[src/rtl/icu_wide.sv]
// One-bit-style industrial control unit widened to WIDTH-bit data, with a
// return stack for JMP/RTN and skip-on-zero sequencing.
module icu_wide #(
    parameter int WIDTH  = 8,
    parameter int ADDR_W = 8,
    parameter int DEPTH  = 4
) (
    input  logic              clk,
    input  logic              rst_n,
    input  logic [3:0]        instruction,
    input  logic [ADDR_W-1:0] operand,
    output logic [ADDR_W-1:0] pc,
    input  logic [WIDTH-1:0]  data_in,
    output logic [WIDTH-1:0]  data_out,
    output logic              write,
    output logic [WIDTH-1:0]  rr_out,
    output logic              flag_o,
    output logic              flag_f,
    output logic              stack_err
);
    typedef enum logic [3:0] {
        NOPO = 4'h0, LD   = 4'h1, LDC  = 4'h2, AND  = 4'h3,
        ANDC = 4'h4, OR   = 4'h5, ORC  = 4'h6, XNOR = 4'h7,
        STO  = 4'h8, STOC = 4'h9, IEN  = 4'hA, OEN  = 4'hB,
        JMP  = 4'hC, RTN  = 4'hD, SKZ  = 4'hE, NOPF = 4'hF
    } instruction_t;

    localparam int SP_W = $clog2(DEPTH + 1);
    localparam logic [SP_W-1:0] SP_FULL = SP_W'(DEPTH);

    logic [ADDR_W-1:0] pc_reg, pc_next;
    logic [WIDTH-1:0]  rr_reg, rr_next;
    logic [WIDTH-1:0]  dout_reg, dout_next;
    logic              ien_reg, ien_next;
    logic              oen_reg, oen_next;
    logic              skip_reg, skip_next;
    logic              err_reg, err_next;
    logic [SP_W-1:0]   sp_reg, sp_next;
    logic [ADDR_W-1:0] stack_reg [DEPTH];

    instruction_t      op;
    logic              active;
    logic              is_store;
    logic              push;
    logic [WIDTH-1:0]  dm;
    logic [WIDTH-1:0]  store_val;
    logic [ADDR_W-1:0] pc_inc;
    logic [ADDR_W-1:0] stack_top;

    assign op        = instruction_t'(instruction);
    assign active    = rst_n & ~skip_reg;
    assign dm        = ien_reg ? data_in : '0;
    assign pc_inc    = pc_reg + ADDR_W'(1);
    assign is_store  = (op == STO) || (op == STOC);
    assign store_val = (op == STOC) ? ~rr_reg : rr_reg;

    assign write     = active & oen_reg & is_store;
    assign data_out  = write ? store_val : dout_reg;
    assign flag_o    = active & (op == NOPO);
    assign flag_f    = active & (op == NOPF);
    assign pc        = pc_reg;
    assign rr_out    = rr_reg;
    assign stack_err = err_reg;

    // sp_reg counts occupied entries, so the top lives at index sp_reg-1
    always_comb begin
        stack_top = '0;
        for (int i = 0; i < DEPTH; i++) begin
            if (sp_reg == SP_W'(i + 1))
                stack_top = stack_reg[i];
        end
    end

    always_comb begin
        rr_next   = rr_reg;
        dout_next = dout_reg;
        ien_next  = ien_reg;
        oen_next  = oen_reg;
        skip_next = 1'b0;
        err_next  = err_reg;
        sp_next   = sp_reg;
        pc_next   = pc_inc;
        push      = 1'b0;
        if (!skip_reg) begin
            case (op)
                LD:   rr_next = dm;
                LDC:  rr_next = ~dm;
                AND:  rr_next = rr_reg & dm;
                ANDC: rr_next = rr_reg & ~dm;
                OR:   rr_next = rr_reg | dm;
                ORC:  rr_next = rr_reg | ~dm;
                XNOR: rr_next = rr_reg ^ ~dm;
                STO, STOC: begin
                    if (oen_reg)
                        dout_next = store_val;
                end
                IEN:  ien_next = data_in[0];
                OEN:  oen_next = dm[0];
                JMP: begin
                    pc_next = operand;
                    if (sp_reg == SP_FULL) begin
                        err_next = 1'b1;
                    end else begin
                        push    = 1'b1;
                        sp_next = sp_reg + SP_W'(1);
                    end
                end
                RTN: begin
                    if (sp_reg == '0) begin
                        err_next = 1'b1;
                    end else begin
                        pc_next = stack_top;
                        sp_next = sp_reg - SP_W'(1);
                    end
                end
                SKZ:  skip_next = (rr_reg == '0);
                default: ;
            endcase
        end
    end

    always_ff @(posedge clk) begin
        if (!rst_n) begin
            pc_reg   <= '0;
            rr_reg   <= '0;
            dout_reg <= '0;
            ien_reg  <= 1'b0;
            oen_reg  <= 1'b0;
            skip_reg <= 1'b0;
            err_reg  <= 1'b0;
            sp_reg   <= '0;
        end else begin
            pc_reg   <= pc_next;
            rr_reg   <= rr_next;
            dout_reg <= dout_next;
            ien_reg  <= ien_next;
            oen_reg  <= oen_next;
            skip_reg <= skip_next;
            err_reg  <= err_next;
            sp_reg   <= sp_next;
        end
    end

    // Entry contents need no reset: sp_reg alone decides what is valid
    always_ff @(posedge clk) begin
        for (int i = 0; i < DEPTH; i++) begin
            if (rst_n && push && sp_reg == SP_W'(i))
                stack_reg[i] <= pc_inc;
        end
    end
endmodule
[config.mk]
export PLATFORM = sky130hd
export DESIGN_NAME = icu_wide
export DESIGN_NICKNAME = d
export VERILOG_FILES = /design/src/rtl/icu_wide.sv
export SDC_FILE = /design/constraint.sdc
export NUM_CORES = 1
export LEC_CHECK = 0
export ABC_AREA = 1
export CAP_MARGIN = 20
export CORE_MARGIN = 5
export CORE_UTILIZATION = 49
export DETAILED_ROUTE_END_ITERATION = 7
export PLACE_DENSITY = 0.76
export SYNTH_ARGS = -nofsm -noshare
export SYNTH_HDL_FRONTEND = slang
export SYNTH_SLANG_ARGS = --single-unit
[constraint.sdc]
create_clock -name clk -period 2.4 [get_ports clk]
set_input_delay 0.36 -clock clk [delete_from_list [all_inputs] [get_ports clk]]
set_output_delay 0.36 -clock clk [all_outputs]
set_load 0.005 [all_outputs]
; ---- After elaboration in Yosys (flattened, before gate mapping)
; Memories as Yosys holds them, arrays and structs flattened.
; Cells that the tools add are included.
[word_totals]
ff_bits = 31
mem_count = 1
romBits = 0
latch_bits = 0
out_inout_bits = 28
ram_bits = 32
wordCells = 109
in_bits = 22
[memory_table]
columns = name, depth, word_bits, rd, rd_ports_with_merged_regs, write_ports, line
row1 = stack_reg, 4, 8, 4, 0, 1, 39  ; logic [ADDR_W-1:0] stack_reg [DEPTH];
[classes]
eq_ne = 23
n_lt_le_gt_ge = 0
bitwise_logic = 15
shift = 0
mux = 37
addsub = 3
reduce_logical = 22
div_mod_pow = 0
mul = 0
[ops]
columns = op, count
row1 = $mux W8, 12
row2 = $pmux W8 S7, 1
row3 = $eq A4 B4 Y1 const B, 8
row4 = $reduce_or A8 Y1, 3
row5 = $and A8 B8 Y8, 2
row6 = $eq A4 B3 Y1 const B, 4
row7 = $mux W1, 16
row8 = $not A8 Y8, 2
row9 = $or A8 B8 Y8, 2
row10 = $pmux W8 S2, 1
row11 = $add A8 B1 Y8 const B, 1
row12 = $eq A4 B2 Y1 const B, 2
row13 = $logic_not A8 Y1, 1
row14 = $ne A2 B2 Y1 const B, 4
row15 = $reduce_and A4 Y1, 2
row16 = $xor A8 B8 Y8, 1
row17 = $reduce_bool A7 Y1, 1
row18 = $eq A3 B2 Y1 const B, 2
row19 = $mux W2, 3
row20 = $mux W3, 2
row21 = $pmux W3 S2, 1
row22 = $reduce_and A2 Y1, 3
row23 = $and A1 B1 Y1, 5
row24 = $logic_and A1 B1 Y1, 5
row25 = other kinds (14), 16

; ---- Depth between registers and ports, before layout
; Gate-level depths: netlist (run 1).
[depth]
word_depth = 12
depth_mapped = 12
depth_no_buf = 11

; ---- Least setup slack after synthesis (run 1)
; Ideal clock, no wire load.
[synth_path]
path_kind = reg2reg
startpoint = register sp_reg[0]
endpoint = memory stack_reg[1][0], enable pin
stages_incl_launch_ff = 7
arrival_ns = 2.011
setup_slack_ns = 0.004
required_ns = 2.015
period_less_slack_ns = 2.396
path_cell_list = dfxtp_1 -> inv_1 -> ha_1 -> nand2_1 -> clkbuf_1 -> nand3_1 -> nor3b_1
[synth_via]
elab_chain_len = 12
elab_cells_between_ends = 30
classes_between = eq/ne (4) / mux (17) / reduce/logical (9)
[synth_lines]
columns = element, line
row1 = start: declaration, 38  ; logic [SP_W-1:0] sp_reg, sp_next;
row2 = start signal: assignment, 140  ; sp_reg <= sp_next;
row3 = $eq A3 B3 Y1, 101  ; if (sp_reg == SP_FULL) begin
row4 = $mux W1, 101
row5 = $mux W1, 85  ; case (op)
row6 = $mux W1, 84  ; if (!skip_reg) begin
row7 = $logic_and A1 B1 Y1 (2 in series), 147  ; if (rst_n && push && sp_reg == SP_W'(i))
row8 = $mux W1, 147
row9 = $mux W1 (not written as such), 148  ; stack_reg[i] <= pc_inc;
row10 = $reduce_or A8 Y1 (no source line), --
row11 = $mux W2 (no source line) / $mux W1 (equally long branches) (3 in series), --
row12 = end: declaration, 39
; Parallel ways exist; a longest one is shown, timed or not.

; ---- Worst setup path after layout (run 1)
[layout_path]
startpoint = input instruction[2]
endpoint = output data_out[4]
[layout_via]
elab_chain_len = 4
elab_cells_between_ends = 6
classes_between = eq/ne (2) / mux (2) / bitwise (1) / reduce/logical (1)
[layout_lines]
columns = element, line
row1 = start: declaration, 10  ; input logic [3:0] instruction,
row2 = $eq A4 B4 Y1 (on tied branches), "54, 55"
row3 = $logic_or A1 B1 Y1, 54  ; assign is_store = (op == STO) || (op == STOC);
row4 = $and A1 B1 Y1, 57  ; assign write = active & oen_reg & is_store;
row5 = $mux W8 (*), 58  ; assign data_out = write ? store_val : dout_reg;
row6 = end: declaration, 14  ; output logic [WIDTH-1:0] data_out,
; Every way passes the cells marked *; elsewhere a longest branch is shown, timed or not.

==> flow_metrics.env, run 1 <==
export IMPL_clockBufferDepth=2
export IMPL_place_area_sq_um=4240
export IMPL_ys_ff_latch=63
export IMPL_syn_instance_count=466
export IMPL_wl_per_cell_um=14.2
export IMPL_fmax_mhz=431
export IMPL_drtAntennaViolNets=0
export IMPL_worstPathArrival_ns=1.96
export IMPL_max_cap_violations=0
export IMPL_clock_latency_ns=0.35
export IMPL_crit_chain="clkdlybuf4s50_1 > nor2_2 > nand2_2 > inv_2 > nand3_4 > nor2_4 > buf_4 > buf_4 > o21ai_0 > dlygate4sd2_1"
export IMPL_cts_tree="built"
export IMPL_tightest_slew_ns=0.565
export IMPL_final_core_util_pct=65.8
export IMPL_io_buffers=49
export IMPL_syn_area_sq_um=3450
export IMPL_cts_sinks=63
export IMPL_dieArea_sq_um=8820
export IMPL_antenna_found_initial=0
export IMPL_power_density_nw_per_um2=535
export IMPL_fin_tns_setup_ns=0
export IMPL_gp_congestion=0.898
export IMPL_crit_top_cell="buf_4"
export IMPL_fin_area_sq_um=4500
export IMPL_syn_area_per_cell_sq_um=7.41
export IMPL_largest_reg_flops=32
export IMPL_synthFlopType="edfxtp_1"
export IMPL_start_util_pct=50.5
export IMPL_dpl_hpwl_mm=6.62
export IMPL_synthArstFlopShare_pct=0
export IMPL_critPathMaxFanout=5
export IMPL_p_leak_nw=2.01
export IMPL_holdWs_ns=0.460
export IMPL_drc=0
export IMPL_layout_nets=580
export IMPL_die_y_um=93.9
export IMPL_fillers=579
export IMPL_dp_cells=630
export IMPL_grt_overflow=0
export IMPL_yosysSeqAreaShare_pct=45.8
export IMPL_grt_max_degree=18
export IMPL_io_pins=50
export IMPL_slew_headroom_pct=62.2
export IMPL_place_ws_ns=-0.193
export IMPL_grtUsageTotal_pct=22.5
export IMPL_placementRows=30
export IMPL_vias_per_cell=5.14
export IMPL_die_w_um=93.9
export IMPL_grt_pass1_vias=3235
export IMPL_clock_skew_ns=0.0122
export IMPL_finalSetupViolations=0
export IMPL_antenna_cells=0
export IMPL_fp_coreArea_sq_um=6830
export IMPL_power_total_mw=2.40
export IMPL_cpPeakStageDelay_ns=0.43
export IMPL_htreeDepth=3
export IMPL_status="complete, no violations"
export IMPL_vias=3352
export IMPL_cts_buffers=9
export IMPL_path_clk_slew_ns=0.08
export IMPL_slowest_stage="clkdlybuf4s50_1"
export IMPL_vdd_ir_drop_max_mv=0.323
export IMPL_fin_ws_ns=0.0795
export IMPL_wl_mm=9.23
export IMPL_holdBufCountCts=0
export IMPL_synth_distinct_cells=32
export IMPL_cts_root_buf="clkbuf_8"
export IMPL_period_share_pct=96.7
export IMPL_synth_edf_count=32
export IMPL_instances_no_fill=652
export IMPL_cp_end_kind="output port"
export IMPL_drive_above_1_share_pct=12.4
export IMPL_slew_viol_final=0
export IMPL_yosysWarnings=0
export IMPL_critPathRequiredTime_ns=2.04
export IMPL_worstHoldPathType="reg2reg"
export IMPL_grt_first_pass_wirelength_mm=15.7
export IMPL_syn_nets=495
export IMPL_critPathKind="in2out"
export IMPL_worstSetupStartpointType="input port"
export IMPL_drt_iter0_markers=206
export IMPL_fin_crit_ns=2.32
export IMPL_drtPass1Iterations=5
export IMPL_hold_violations=0
export IMPL_syn_to_final_growth_pct=30.3
-- final timing paths --
kind	cells after the start	end	from	slack, ns
worst max-delay path	10	data_out[4]	instruction[2]	0.08
worst min-delay path	2	stack_err	stack_err	0.46
worst max register to register	9	pc[3]	sp_reg[0]	0.58
worst min register to register	2	stack_err	stack_err	0.46
-- cell usage after synthesis, types with 2 or more instances --
library cell	n	share of area, %
nor2_4	3	0.98
nor3_1	3	0.43
inv_2	2	0.22
xor2_1	9	2.3
xnor2_1	3	0.76
o21ai_0	51	7.4
edfxtp_1	32	28
clkbuf_1	6	0.65
nand2_1	144	16
ha_1	7	2.5
nand4_1	5	0.91
nor2_1	45	4.9
buf_1	2	0.22
inv_1	54	5.9
nand2_2	2	0.36
a21oi_1	29	4.2
nand3_1	24	3.5
dfxtp_1	31	18
-- kinds of logic (layout without fill, tap and decap cells) --
group	count (synthesis)	in the layout	share of synthesized area [%]
buffers and inverters	67	156	7.43
XOR/XNOR	12	12	3.05
flip-flops	63	63	45.8
AND/OR/NAND/NOR	233	234	28.5
adder cells (fa/ha/maj)	7	7	2.54
AO/OA/AOI/OAI	84	84	12.7
-- area by class of cell --
class                   count  area (sq um)  area share, %
multi-input cells         337          1650           36.7
flip-flops and latches     63          1580           35.2
repair buffers             83           731           16.3
inverters                  57           214           4.76
clock buffers               9           124           2.76
well taps                  96           120           2.67
clock inverters             7          73.8           1.64
-- placed cells by master, fill, tap and decap left out, types with 3 or more instances in the layout --
master | Yosys | layout
a21oi_1 | 29 | 29
buf_4 | 1 | 34
clkbuf_8 | 0 | 9
clkdlybuf4s50_1 | 0 | 39
clkinvlp_4 | 0 | 3
dfxtp_1 | 31 | 31
dlygate4sd2_1 | 0 | 6
edfxtp_1 | 32 | 32
ha_1 | 7 | 7
inv_1 | 54 | 52
inv_2 | 2 | 4
nand2_1 | 144 | 143
nand3_1 | 24 | 24
nand4_1 | 5 | 5
nor2_1 | 45 | 45
nor2_4 | 3 | 4
o21ai_0 | 51 | 51
xor2_1 | 9 | 9
-- report_power, final --
part	switching (mW)	internal, mW	leakage, nW
Clock	0.435	0.478	0.0891
Sequential	0.0281	1.15	0.555
Combinational	0.169	0.143	1.37
-- repair_timing --
action,in CTS,in global routing
pin swaps,3,2
gates resized for setup,14,9
gates cloned,1,0
setup buffers,4,1
endpoints found under the setup margin,9,8
-- metal layers --
layer | wire (um) | share of wire [%] | global-route usage [%] | vias to the layer above
li1 | - | - | - | 1678
met1 | 3900 | 42 | 29.9 | 1519
met2 | 4500 | 49 | 37.5 | 143
met3 | 704 | 7.6 | 4.73 | 12
met4 | 123 | 1.3 | 5.42 | 0
met5 | 0 | 0 | 0 | -
-- worst max-delay path, delay by kind of cell --
kind,cells,cell delay (ns)
AO/OA/AOI/OAI,1,0.08
AND/OR/NAND/NOR,4,0.49
buffers and inverters,5,1.03
(Power assumes the default switching activity.)
==> run 2: changes to the inputs <==
--- a/config.mk
+++ b/config.mk
@@ -5,12 +5,12 @@
 export SDC_FILE = /design/constraint.sdc
 export NUM_CORES = 1
 export LEC_CHECK = 0
-export ABC_AREA = 1
 export CAP_MARGIN = 20
 export CORE_MARGIN = 5
 export CORE_UTILIZATION = 49
 export DETAILED_ROUTE_END_ITERATION = 7
-export PLACE_DENSITY = 0.76
+export HOLD_SLACK_MARGIN = 0.03
+export PLACE_DENSITY_LB_ADDON = 0.25
 export SYNTH_ARGS = -nofsm -noshare
 export SYNTH_HDL_FRONTEND = slang
 export SYNTH_SLANG_ARGS = --single-unit
==> run 2 against run 1 <==
Compared with the run above: sequential share of layout area is 0.60 points higher; core utilization is 0.38 points lower; combinational power is 11% higher; synthesized cell count is 22% lower; worst hold slack better by 0.030 ns; clock power is 16% higher; first-iteration DRC count is 25% higher; critical path type unchanged.
==> flow_metrics.env, run 2 <==
export IMPL_status="complete, no violations"
export IMPL_fp_coreArea_sq_um=6760
export IMPL_synthFlopType="edfxtp_1"
export IMPL_critPathKind="in2out"
export IMPL_syn_area_per_cell_sq_um=9.36
export IMPL_max_cap_violations=0
export IMPL_crit_chain="clkdlybuf4s50_1 > nand2b_4 > nor4b_4 > buf_4 > buf_6 > nand2_8 > o21ai_2 > dlygate4sd2_1"
export IMPL_yosysWarnings=0
export IMPL_dpl_hpwl_mm=6.40
export IMPL_syn_instance_count=363
export IMPL_power_internal_mw=1.92
export IMPL_clockBufferDepth=2
export IMPL_drtAntennaViolNets=0
export IMPL_layout_nets=468
export IMPL_worstPathArrival_ns=1.95
export IMPL_wl_per_cell_um=16.8
export IMPL_netlist_area_leader_share_pct=28.3
export IMPL_multiInputGateArea_sq_um=1690
export IMPL_yosysTopAreaCell="edfxtp_1"
export IMPL_fin_crit_ns=2.31
export IMPL_drive_above_1_share_pct=16.7
export IMPL_reg2reg_to="pc[7]"
export IMPL_vias_per_cell=5.73
export IMPL_power_switching_mw=0.667
export IMPL_period_share_pct=96.4
export IMPL_cp_end_kind="output port"
export IMPL_tightest_slew_ns=0.617
export IMPL_syn_area_sq_um=3400
export IMPL_die_w_um=93.3
export IMPL_vdd_ir_drop_max_mv=0.318
export IMPL_rr_worst_depth=7
export IMPL_fmax_mhz=432
export IMPL_reg2reg_slack_ns=0.28
export IMPL_io_pins=50
export IMPL_die_y_um=93.3
export IMPL_vias=3003
export IMPL_grt_pass1_vias=2859
export IMPL_rr_startpoint="sp_reg[0]"
export IMPL_path_clk_slew_ns=0.07
export IMPL_critPathMaxFanout=9
export IMPL_synth_distinct_cells=57
export IMPL_antenna_found_initial=0
export IMPL_rsz0062_at_grt="false"
export IMPL_yosys_cell_count_top_type="nand2_1"
export IMPL_critPathRequiredTime_ns=2.04
export IMPL_pwr_share_comb_pct=13.4
export IMPL_grt_max_degree=19
export IMPL_grt_overflow=0
export IMPL_holdBufCountCts=0
export IMPL_grtUsageTotal_pct=21.6
export IMPL_cts_tree="built"
export IMPL_slowest_stage="clkdlybuf4s50_1"
export IMPL_drc=0
export IMPL_start_util_pct=50.3
export IMPL_hold_violations=0
export IMPL_worstSetupStartpointType="input port"
export IMPL_place_area_sq_um=4130
export IMPL_grt_first_pass_wirelength_mm=14.6
export IMPL_synthTopCellsByArea="edfxtp_1, dfxtp_1, nand2_1, nor2_1, a21oi_1"
export IMPL_drt_iter0_markers=257
export IMPL_largest_reg_flops=32
export IMPL_power_density_nw_per_um2=585
export IMPL_layout_commonest_cell="nand2_1"
export IMPL_fin_area_sq_um=4420
export IMPL_syn_to_final_growth_pct=30.1
export IMPL_p_leak_nw=1.66
export IMPL_placementRows=30
export IMPL_finalSetupViolations=0
export IMPL_ys_top_cells_by_count="nand2_1, nor2_1, edfxtp_1, dfxtp_1, a21oi_1"
export IMPL_slew_viol_final=0
export IMPL_cts_buffers=9
export IMPL_hold_end="stack_err"
export IMPL_clock_skew_ns=0.00983
export IMPL_pwr_share_clk_pct=41.0
export IMPL_layout_common_cells="nand2_1, nor2_1, clkdlybuf4s50_1, buf_4, edfxtp_1"
export IMPL_fillers=566
export IMPL_clock_latency_ns=0.35
export IMPL_io_buffers=49
export IMPL_place_ws_ns=-0.184
export IMPL_cts_sinks=63
export IMPL_htreeDepth=3
export IMPL_synthArstFlopShare_pct=0
export IMPL_cts_root_buf="clkbuf_8"
export IMPL_syn_nets=392
export IMPL_sw_frac_of_total_pct=25.8
export IMPL_gp_congestion=0.840
export IMPL_wl_mm=8.82
export IMPL_yosysSeqAreaShare_pct=46.6
export IMPL_cpPeakStageDelay_ns=0.41
export IMPL_ys_ff_latch=63
export IMPL_antenna_cells=0
export IMPL_ff_latch_area_sq_um=1580
export IMPL_hp_start="stack_err"
export IMPL_slew_headroom_pct=58.6
export IMPL_synth_edf_count=32
export IMPL_drtPass1Iterations=5
export IMPL_worstHoldPathType="reg2reg"
export IMPL_fin_ws_ns=0.0853
export IMPL_p_seq_share_pct=45.6
export IMPL_dieArea_sq_um=8700
export IMPL_hold_depth=2
## run 2: kinds of logic after synthesis
| family | count (synthesis) | synth area share [%] |
|---|---|---|
| and+or+nand+nor | 128 | 19.3 |
| AOI/OAI and AO/OA | 108 | 20.7 |
| DFF | 63 | 46.6 |
| buffers and inverters | 35 | 5.05 |
| xor gates and xnor gates | 18 | 4.64 |
| adders and majority gates | 7 | 2.58 |
| muxes | 4 | 1.22 |
## run 2: layout make-up
class                           count  area share, %
Multi-Input combinational cell    266           38.2
Timing Repair Buffer               86           17.5
Inverter                           13           1.10
Sequential cell                    63           35.8
Clock buffer                        9           2.80
Clock inverter                      7           2.32
Tap cell                           80           2.26
## run 2: worst max-delay path by stage
| stage | start | to | slack, ns | depth (start not counted) |
|---|---|---|---|---|
| after floorplan | instruction[3] | stack_reg[1][0] | 0.32 | 5 |
| after global placement | instruction[1] | flag_o | -0.17 | 4 |
| after detailed placement | instruction[1] | data_out[1] | -0.18 | 5 |
| after CTS | instruction[2] | write | 0.001 | 7 |
| after global routing | instruction[2] | data_out[4] | 0.004 | 9 |
| final | instruction[2] | data_out[6] | 0.09 | 8 |
## run 2: through the flow
stage | cells | total power, mW | utilization [%] | TNS [ns] | hold WS [ns]
after floorplan | 363 | 1.39 | - | 0 | 0.460
after global placement | 504 | 1.54 | 61.2 | -1.52 | 0.458
after detailed placement | 504 | 1.55 | 61.2 | -1.63 | 0.478
after CTS | 523 | 2.60 | 64.8 | 0 | 0.500
after global routing | 524 | 2.71 | 65.4 | 0 | 0.514
final | 524 | 2.59 | 65.4 | 0 | 0.490
## run 2: layer usage
layer / track usage (%) / up-vias / share of wire [%]
li1: - / 1475 / -
met1: 30.7 / 1416 / 45
met2: 32.7 / 97 / 46
met3: 4.67 / 15 / 6.8
met4: 7.20 / 0 / 1.5
met5: 0 / - / 0
## run 2: power groups by stage
stage | registers (mW) | clock network, mW | logic (mW)
floorplan | 1.20 | 0 | 0.192
global placement | 1.21 | 0 | 0.332
detailed placement | 1.21 | 0 | 0.340
CTS | 1.18 | 1.08 | 0.342
global route | 1.19 | 1.14 | 0.381
finish | 1.18 | 1.06 | 0.346
## run 2: worst max-delay path: cells and delay by family
family | cells | cell delay (ns)
and+or+nand+nor | 3 | 0.50
buffers and inverters | 4 | 0.95
AOI/OAI and AO/OA | 1 | 0.14
## run 2: timing repair
item	in CTS	in global routing
gates resized for setup	12	13
setup endpoints to repair	10	9
cloned	1	0
buffers inserted	2	1
pin swaps	2	1
